==> config.mk <==
export PLATFORM = sky130hd
export DESIGN_NAME = dmem_arbiter_flat
export DESIGN_NICKNAME = d
export VERILOG_FILES = /design/src/rtl/dmem_arbiter_pkg.sv /design/src/rtl/dmem_arbiter_if.sv /design/src/rtl/dmem_arbiter_rr_pick2.sv /design/src/rtl/dmem_arbiter.sv /design/src/flat_wrapper.sv
export SDC_FILE = /design/constraint.sdc
export NUM_CORES = 1
export LEC_CHECK = 0
export CORE_AREA = 2 2 92 94
export DETAILED_ROUTE_END_ITERATION = 8
export DIE_AREA = 0 0 94 96
export PLACE_DENSITY = 0.68
export SLEW_MARGIN = 30
export SYNTH_ARGS = -nofsm -noshare
export SYNTH_HDL_FRONTEND = slang
export SYNTH_SLANG_ARGS = --single-unit
==> constraint.sdc <==
create_clock -name clk -period 4.3 [get_ports clk]
set_input_delay 1.29 -clock clk [delete_from_list [all_inputs] [get_ports clk]]
set_output_delay 1.29 -clock clk [all_outputs]
set_load 0.05 [all_outputs]
==> src/rtl/dmem_arbiter_pkg.sv <==
// Shared constants and types for the data-memory arbiter.
package dmem_arbiter_pkg;

  localparam int DMEM_ADDR_W = 10;
  localparam int DMEM_DATA_W = 32;

  localparam logic M_CPU = 1'b0;
  localparam logic M_AUX = 1'b1;

  typedef enum logic [1:0] {
    IDLE   = 2'd0,
    ACCESS = 2'd1,
    RETURN = 2'd2
  } arb_state_e;

endpackage

==> src/rtl/dmem_arbiter_if.sv <==
// Requester and memory-side signals of the arbiter; slave is the arbiter view.
interface dmem_arbiter_if #(
  parameter int ADDR_W = 10,
  parameter int DATA_W = 32
);

  logic              m0_req;
  logic              m0_we;
  logic [ADDR_W-1:0] m0_addr;
  logic [DATA_W-1:0] m0_wdata;
  logic              m0_gnt;
  logic              m0_rvalid;
  logic [DATA_W-1:0] m0_rdata;

  logic              m1_req;
  logic              m1_we;
  logic [ADDR_W-1:0] m1_addr;
  logic [DATA_W-1:0] m1_wdata;
  logic              m1_gnt;
  logic              m1_rvalid;
  logic [DATA_W-1:0] m1_rdata;

  logic [ADDR_W-1:0] mem_address;
  logic [DATA_W-1:0] mem_data;
  logic              mem_rden;
  logic              mem_wren;
  logic [DATA_W-1:0] mem_q;

  modport slave (
    input  m0_req, m0_we, m0_addr, m0_wdata,
    input  m1_req, m1_we, m1_addr, m1_wdata,
    input  mem_q,
    output m0_gnt, m0_rvalid, m0_rdata,
    output m1_gnt, m1_rvalid, m1_rdata,
    output mem_address, mem_data, mem_rden, mem_wren
  );

  modport master (
    output m0_req, m0_we, m0_addr, m0_wdata,
    output m1_req, m1_we, m1_addr, m1_wdata,
    output mem_q,
    input  m0_gnt, m0_rvalid, m0_rdata,
    input  m1_gnt, m1_rvalid, m1_rdata,
    input  mem_address, mem_data, mem_rden, mem_wren
  );

endinterface

==> src/rtl/dmem_arbiter_rr_pick2.sv <==
// Two-requester one-hot picker. DMEM_ARB_RR_EN selects round-robin on
// contention; otherwise requester 0 has fixed priority.
module rr_pick2 (
  input  logic [1:0] req,
  input  logic       last,
  output logic [1:0] gnt
);

`ifdef DMEM_ARB_RR_EN
  always_comb begin
    gnt = req;
    if (req == 2'b11) begin
      gnt = last ? 2'b01 : 2'b10;
    end
  end
`else
  logic unused_last;
  assign unused_last = last;

  always_comb begin
    gnt = 2'b00;
    if (req[0]) begin
      gnt = 2'b01;
    end else if (req[1]) begin
      gnt = 2'b10;
    end
  end
`endif

endmodule

==> src/rtl/dmem_arbiter.sv <==
// Shares a single-ported, one-cycle-latency data memory between two masters.
// Arbitration policy is set by DMEM_ARB_RR_EN (see rr_pick2).
module dmem_arbiter
  import dmem_arbiter_pkg::*;
#(
  parameter int ADDR_W = DMEM_ADDR_W,
  parameter int DATA_W = DMEM_DATA_W
) (
  input  logic           clk,
  input  logic           rst,
  dmem_arbiter_if.slave  bus,
  output logic           dbg_last,
  output arb_state_e     dbg_state
);

  logic [1:0]        req;
  logic [1:0]        pick;
  logic [1:0]        gnt;
  logic              any_gnt;
  logic              gnt_idx;
  logic              sel_we;
  logic [ADDR_W-1:0] sel_addr;
  logic [DATA_W-1:0] sel_wdata;

  logic last_d, last_q;
  logic rd_pend_d, rd_pend_q;
  logic rd_own_d, rd_own_q;

  assign req = {bus.m1_req, bus.m0_req};

  rr_pick2 u_pick (
    .req  (req),
    .last (last_q),
    .gnt  (pick)
  );

  // Grants are suppressed while reset is held so no write slips into memory.
  assign gnt     = rst ? 2'b00 : pick;
  assign any_gnt = |gnt;
  assign gnt_idx = gnt[M_AUX] ? M_AUX : M_CPU;

  always_comb begin
    sel_we    = 1'b0;
    sel_addr  = '0;
    sel_wdata = '0;
    if (gnt[M_CPU]) begin
      sel_we    = bus.m0_we;
      sel_addr  = bus.m0_addr;
      sel_wdata = bus.m0_wdata;
    end else if (gnt[M_AUX]) begin
      sel_we    = bus.m1_we;
      sel_addr  = bus.m1_addr;
      sel_wdata = bus.m1_wdata;
    end
  end

  assign bus.m0_gnt      = gnt[M_CPU];
  assign bus.m1_gnt      = gnt[M_AUX];
  assign bus.mem_address = sel_addr;
  assign bus.mem_data    = sel_wdata;
  assign bus.mem_wren    = any_gnt & sel_we;
  assign bus.mem_rden    = any_gnt & ~sel_we;

  always_comb begin
    last_d    = any_gnt ? gnt_idx : last_q;
    rd_pend_d = any_gnt & ~sel_we;
    rd_own_d  = gnt_idx;
  end

  always_ff @(posedge clk or posedge rst) begin
    if (rst) begin
      last_q    <= 1'b1;
      rd_pend_q <= 1'b0;
      rd_own_q  <= 1'b0;
    end else begin
      last_q    <= last_d;
      rd_pend_q <= rd_pend_d;
      rd_own_q  <= rd_own_d;
    end
  end

  // Read data is steered to whichever master owned the previous-cycle read.
  assign bus.m0_rvalid = rd_pend_q & (rd_own_q == M_CPU);
  assign bus.m1_rvalid = rd_pend_q & (rd_own_q == M_AUX);
  assign bus.m0_rdata  = bus.m0_rvalid ? bus.mem_q : '0;
  assign bus.m1_rdata  = bus.m1_rvalid ? bus.mem_q : '0;

  always_comb begin
    dbg_state = IDLE;
    if (any_gnt) begin
      dbg_state = ACCESS;
    end else if (rd_pend_q) begin
      dbg_state = RETURN;
    end
  end

  assign dbg_last = last_q;

endmodule

==> src/flat_wrapper.sv <==
// flat-port wrapper written by rule: the top's interface ports become plain ports
module dmem_arbiter_flat import dmem_arbiter_pkg::*;
#(
  parameter int ADDR_W = DMEM_ADDR_W,
  parameter int DATA_W = DMEM_DATA_W
)
  (clk, rst, dbg_last, dbg_state, bus_m0_req, bus_m0_we, bus_m0_addr, bus_m0_wdata, bus_m1_req, bus_m1_we, bus_m1_addr, bus_m1_wdata, bus_mem_q, bus_m0_gnt, bus_m0_rvalid, bus_m0_rdata, bus_m1_gnt, bus_m1_rvalid, bus_m1_rdata, bus_mem_address, bus_mem_data, bus_mem_rden, bus_mem_wren);
  dmem_arbiter_if #(.ADDR_W(ADDR_W), .DATA_W(DATA_W)) bus_i ();
  input  logic clk;
  input  logic rst;
  output logic dbg_last;
  output arb_state_e dbg_state;
  input wire logic [$bits(bus_i.m0_req)-1:0] bus_m0_req;
  input wire logic [$bits(bus_i.m0_we)-1:0] bus_m0_we;
  input wire logic [$bits(bus_i.m0_addr)-1:0] bus_m0_addr;
  input wire logic [$bits(bus_i.m0_wdata)-1:0] bus_m0_wdata;
  input wire logic [$bits(bus_i.m1_req)-1:0] bus_m1_req;
  input wire logic [$bits(bus_i.m1_we)-1:0] bus_m1_we;
  input wire logic [$bits(bus_i.m1_addr)-1:0] bus_m1_addr;
  input wire logic [$bits(bus_i.m1_wdata)-1:0] bus_m1_wdata;
  input wire logic [$bits(bus_i.mem_q)-1:0] bus_mem_q;
  output wire logic [$bits(bus_i.m0_gnt)-1:0] bus_m0_gnt;
  output wire logic [$bits(bus_i.m0_rvalid)-1:0] bus_m0_rvalid;
  output wire logic [$bits(bus_i.m0_rdata)-1:0] bus_m0_rdata;
  output wire logic [$bits(bus_i.m1_gnt)-1:0] bus_m1_gnt;
  output wire logic [$bits(bus_i.m1_rvalid)-1:0] bus_m1_rvalid;
  output wire logic [$bits(bus_i.m1_rdata)-1:0] bus_m1_rdata;
  output wire logic [$bits(bus_i.mem_address)-1:0] bus_mem_address;
  output wire logic [$bits(bus_i.mem_data)-1:0] bus_mem_data;
  output wire logic [$bits(bus_i.mem_rden)-1:0] bus_mem_rden;
  output wire logic [$bits(bus_i.mem_wren)-1:0] bus_mem_wren;
  assign bus_i.m0_req = bus_m0_req;
  assign bus_i.m0_we = bus_m0_we;
  assign bus_i.m0_addr = bus_m0_addr;
  assign bus_i.m0_wdata = bus_m0_wdata;
  assign bus_i.m1_req = bus_m1_req;
  assign bus_i.m1_we = bus_m1_we;
  assign bus_i.m1_addr = bus_m1_addr;
  assign bus_i.m1_wdata = bus_m1_wdata;
  assign bus_i.mem_q = bus_mem_q;
  assign bus_m0_gnt = bus_i.m0_gnt;
  assign bus_m0_rvalid = bus_i.m0_rvalid;
  assign bus_m0_rdata = bus_i.m0_rdata;
  assign bus_m1_gnt = bus_i.m1_gnt;
  assign bus_m1_rvalid = bus_i.m1_rvalid;
  assign bus_m1_rdata = bus_i.m1_rdata;
  assign bus_mem_address = bus_i.mem_address;
  assign bus_mem_data = bus_i.mem_data;
  assign bus_mem_rden = bus_i.mem_rden;
  assign bus_mem_wren = bus_i.mem_wren;
  dmem_arbiter #(.ADDR_W(ADDR_W), .DATA_W(DATA_W)) u_core (.clk(clk), .rst(rst), .bus(bus_i), .dbg_last(dbg_last), .dbg_state(dbg_state));
endmodule
# After elaboration in Yosys (flattened, before gate mapping)
# Index checks and enable logic that the tools add are counted.
word_totals:
  input_bits: 122
  output_inout_bits: 115
  wordCells: 24
  reg_bits: 3
op_classes:
  muxes: 14
  n_reduce_logical: 1
  n_bitwise: 6
ops:
  columns: ["cell", "count"]
  rows:
  - ["32-bit 2-to-1 mux", 4]
  - ["10-bit 2-to-1 mux", 2]
  - ["2-bit 2-to-1 mux", 5]
  - ["1-bit AND", 4]
  - ["1-bit 2-to-1 mux", 3]
  - ["1-bit inverter", 2]
  - ["2-bit OR reduction", 1]

# Logic depth before layout (Yosys ltp)
# Gate-level depths: netlist of run 1.
logic_depth:
  ltp_word: 7
  ltp_mapped: 5
  depth_no_buf: 2

# By module
# Synthesis of run 1 repeated with hierarchy kept, for this count alone.
unflattened:
  hier_cells: 150
  hier_area_um2: 1148.6
by_module_without_submodules:
  columns: ["mod", "area_each_um2", "n_inst", "cells_per_inst", "seq_area_each_um2"]
  rows:
  - ["dmem_arbiter", 1127.3, 1, 148, 76.3]
  - ["rr_pick2", 21.3, 1, 2, 0.0]

# Worst setup path before layout of run 1
# No wires, ideal clock.
synth_path:
  kind: "in2out"
  from: "in bus_m0_req"
  to: "out bus_mem_rden"
  arrival_ns: 2.593
  path_buffers: 1
  path_stages: 3
  t_required_ns: 3.010
  slack_ns: 0.417
  path_cell_list: "buf_4 -> or3b_1 -> a21oi_1"
synth_between:
  elab_chain_len: 6
  word_cells_on_any_way: 7
  cone_classes: "mux: 4; bitwise: 2; reduce/logical: 1"
synth_rtl:
  columns: ["item", "line", "rtl"]
  rows:
  - ["from (decl)", "flat_wrapper.sv:13", "input wire logic [$bits(bus_i.m0_req)-1:0] bus_m0_req;"]
  - ["2-bit 2-to-1 mux (*)", "dmem_arbiter_rr_pick2.sv:22", "if (req[0]) begin"]
  - ["2-bit 2-to-1 mux (*)", "dmem_arbiter.sv:38", "assign gnt = rst ? 2'b00 : pick;"]
  - ["1-bit 2-to-1 mux", "dmem_arbiter.sv:50", "end else if (gnt[M_AUX]) begin"]
  - ["1-bit 2-to-1 mux", "dmem_arbiter.sv:46", "if (gnt[M_CPU]) begin"]
  - ["1-bit inverter", "dmem_arbiter.sv:62", "assign bus.mem_rden = any_gnt & ~sel_we;"]
  - ["1-bit AND (*)", "dmem_arbiter.sv:62", null]
  - ["to (decl)", "flat_wrapper.sv:30", "output wire logic [$bits(bus_i.mem_rden)-1:0] bus_mem_rden;"]
# Every way passes the cells marked *; elsewhere a longest branch is shown, timed or not.

# Final worst setup path of run 1
layout_path:
  from: "in bus_mem_q[12]"
  to: "out bus_m0_rdata[12]"
layout_between:
  elab_chain_len: 1
layout_rtl:
  columns: ["item", "line", "rtl"]
  rows:
  - ["from (decl)", "flat_wrapper.sv:21", "input wire logic [$bits(bus_i.mem_q)-1:0] bus_mem_q;"]
  - ["32-bit 2-to-1 mux", "dmem_arbiter.sv:85", "assign bus.m0_rdata = bus.m0_rvalid ? bus.mem_q : '0;"]
  - ["to (decl)", "flat_wrapper.sv:24", "output wire logic [$bits(bus_i.m0_rdata)-1:0] bus_m0_rdata;"]
# Every way passes these cells.

==> results of run 1 <==
-- state kept, by name, indices dropped and copies added (netlist names) --
name,count
u_core.rd_pend_q,1
u_core.dbg_last,1
u_core.rd_own_q,1
-- layer usage --
layer	global-route usage [%]	share of wire, %	up-vias
met2	30.8	53	144
met3	5.25	11	4
li1	-	-	1251
met4	3.50	0.75	0
met1	16.1	35	1105
met5	0	0	-
-- worst paths after layout --
check | start | end | slack, ns | cells past startpoint
setup reg to reg | u_core.dbg_last | u_core.dbg_last | 3.53 | 2
setup / recovery | bus_mem_q[12] | bus_m0_rdata[12] | 0.35 | 3
max in group asynchronous | rst | u_core.dbg_last | 2.83 | 2
min in group asynchronous | rst | u_core.rd_own_q | 1.25 | 2
hold / removal | u_core.dbg_last | u_core.dbg_last | 0.47 | 2
hold reg to reg | u_core.dbg_last | u_core.dbg_last | 0.47 | 2
-- cells in the final DEF (no fill, tap or decap) --
cell type,instances
and3_1,32
or3b_1,1
dfrtp_1,2
clkbuf_8,3
nand3b_1,43
clkbuf_1,1
dfstp_2,1
nor2b_1,1
nand2_1,43
o21a_1,1
buf_4,67
nand2b_1,2
clkdlybuf4s50_1,124
buf_12,50
inv_1,2
a21oi_1,45
nor2b_4,1
and2_1,33
buf_2,2
nor2_1,3
-- critical path, stage by stage --
cell             delay, ns
clkdlybuf4s50_1       0.46
and2_1                0.12
clkdlybuf4s50_1       0.79
-- area by class of cell --
cell class	count	area, µm²	share of cell area [%]
Timing Repair Buffer	243	2760	65.7
Multi-Input combinational cell	205	1180	28.1
Tap cell	105	131	3.13
Sequential cell	3	76.3	1.82
Clock buffer	4	45.0	1.07
Inverter	2	7.51	0.179
-- power groups by stage --
stage	combinational [mW]	clock (mW)	sequential (mW)
finish	0.486	0.0817	0.0324
global route	0.513	0.0886	0.0328
CTS	0.491	0.0846	0.0326
detailed placement	0.490	0	0.0329
global placement	0.486	0	0.0325
floorplan	0.220	0	0.0373
-- through the flow --
stage / hold slack, ns / std cells / instance area, µm² / setup slack, ns / power, mW
3_3_place_gp: 0.451 / 558 / 4150 / 0.344 / 0.518
5_1_grt: 0.519 / 562 / 4190 / 0.279 / 0.634
6_report: 0.469 / 562 / 4190 / 0.348 / 0.600
4_1_cts: 0.483 / 562 / 4190 / 0.340 / 0.608
2_1_floorplan: 0.571 / 240 / 1410 / 0.417 / 0.257
3_5_place_dp: 0.480 / 558 / 4150 / 0.345 / 0.523
-- cells by family after synthesis --
logic type | Yosys count | share of synthesized area [%]
AOI/OAI and AO/OA | 46 | 16.5
buffers and inverters | 32 | 11.3
DFF | 3 | 5.40
and+or+nand+nor | 159 | 66.8
==> flow_metrics.env, run 1 <==
export IMPL_netSwitchingFraction_pct=44.1
export IMPL_critPathKind="in2out"
export IMPL_synth_top_cells_by_count="45 x a21oi_1, 43 x nand2_1, 43 x nand3b_1"
export IMPL_fillers=765
export IMPL_synth_edf_count=0
export IMPL_drcViolationCount=0
export IMPL_syn_to_final_growth_pct=197
export IMPL_nets=580
export IMPL_fin_tns_setup_ns=0
export IMPL_pwr_share_comb_pct=81.0
export IMPL_hold_class="reg2reg"
export IMPL_numPortBuffers=236
export IMPL_fin_crit_ns=3.95
export IMPL_overflow=0
export IMPL_io_pins=237
export IMPL_setup_viol=0
export IMPL_finClkSkew_ns=0
export IMPL_clock_sinks=3
export IMPL_ys_seq_area_share_pct=5.40
export IMPL_synth_top_area_share_pct=22.9
export IMPL_crit_fanout=2
export IMPL_post_drt_wl_per_cell_um=13.8
export IMPL_syn_num_nets=362
export IMPL_clockPowerShare_pct=13.6
export IMPL_rsz0062_at_grt="false"
export IMPL_grt_pass1_wl_um=11500
export IMPL_die_h_um=96
export IMPL_diodes=0
export IMPL_grt_pass1_vias=2355
export IMPL_htreeDepth=1
export IMPL_endpoint_kind="output pin"
export IMPL_cts_buffers_inserted=3
export IMPL_grt_usage_pct=15.7
export IMPL_drive_gt1_share_pct=27.1
export IMPL_synth_area_per_cell_um2=5.89
export IMPL_ys_flop_type="dfrtp_1"
export IMPL_p_per_area_nw_per_um2=143
export IMPL_drt_pass1_iterations=4
export IMPL_maxCapViolCount=0
export IMPL_startpoint_type="input pin"
export IMPL_ys_types=18
export IMPL_seq_power_share_pct=5.4
export IMPL_clkSlewWorstSetupHoldPaths_ns=0.03
export IMPL_hold_viol_final=0
export IMPL_status="finished, final reports clean"
export IMPL_cts_hold_repair_buffers=0
export IMPL_detail_route_antenna_nets=0
export IMPL_grt_max_degree=46
export IMPL_routed_wl_um=7730
export IMPL_clk_latency_ns=0.22
export IMPL_cts_tree="yes"
export IMPL_irDropWorstVdd_mv=0.0642
export IMPL_viasPerCell=4.46
export IMPL_cp_required_ns=3.01
export IMPL_synth_area_leaders="nand3b_1 23%, a21oi_1 16%, and2_1 15%"
export IMPL_synth_most_common_cell="a21oi_1"
export IMPL_synthCells=240
export IMPL_netSwitchingPower_uw=265
export IMPL_die_w_um=94
export IMPL_dieArea_um2=9020
export IMPL_start_util_pct=17.5
export IMPL_root_buffer="clkbuf_8"
export IMPL_cts_setup_buffers=0
export IMPL_synthArstFlopShare_pct=100
export IMPL_finalCoreUtilization_pct=52.1
export IMPL_cellInternalPower_uw=335
export IMPL_arrival_ns=2.66
export IMPL_finalMaxSlewViolations=0
export IMPL_syn_area_um2=1410
export IMPL_clk_path_buf_depth=2
export IMPL_p_leak_nw=1.88
export IMPL_hpwl_um=6420
export IMPL_drt_iter0_drc=74
export IMPL_yosysWarnings=0
export IMPL_vias=2504
export IMPL_place_congestion=0.726
export IMPL_rows=33
export IMPL_ys_ff_latch=3
export IMPL_core_area_um2=8050
export IMPL_grt_antenna_before_repair=0
export IMPL_yosysTopAreaCell="nand3b_1"
export IMPL_slew_headroom_pct=56.3
export IMPL_max_freq_mhz=253
export IMPL_tightest_slew_ns=0.655
export IMPL_cts_resized=0
export IMPL_period_share_pct=91.9
(Power assumes the default switching activity.)
==> inputs of run 2 (changes only) <==
- HOLD_SLACK_MARGIN: default -> 0.15
==> results of run 2 <==
The final DEF is identical to that of run 1; final timing and power are the same.
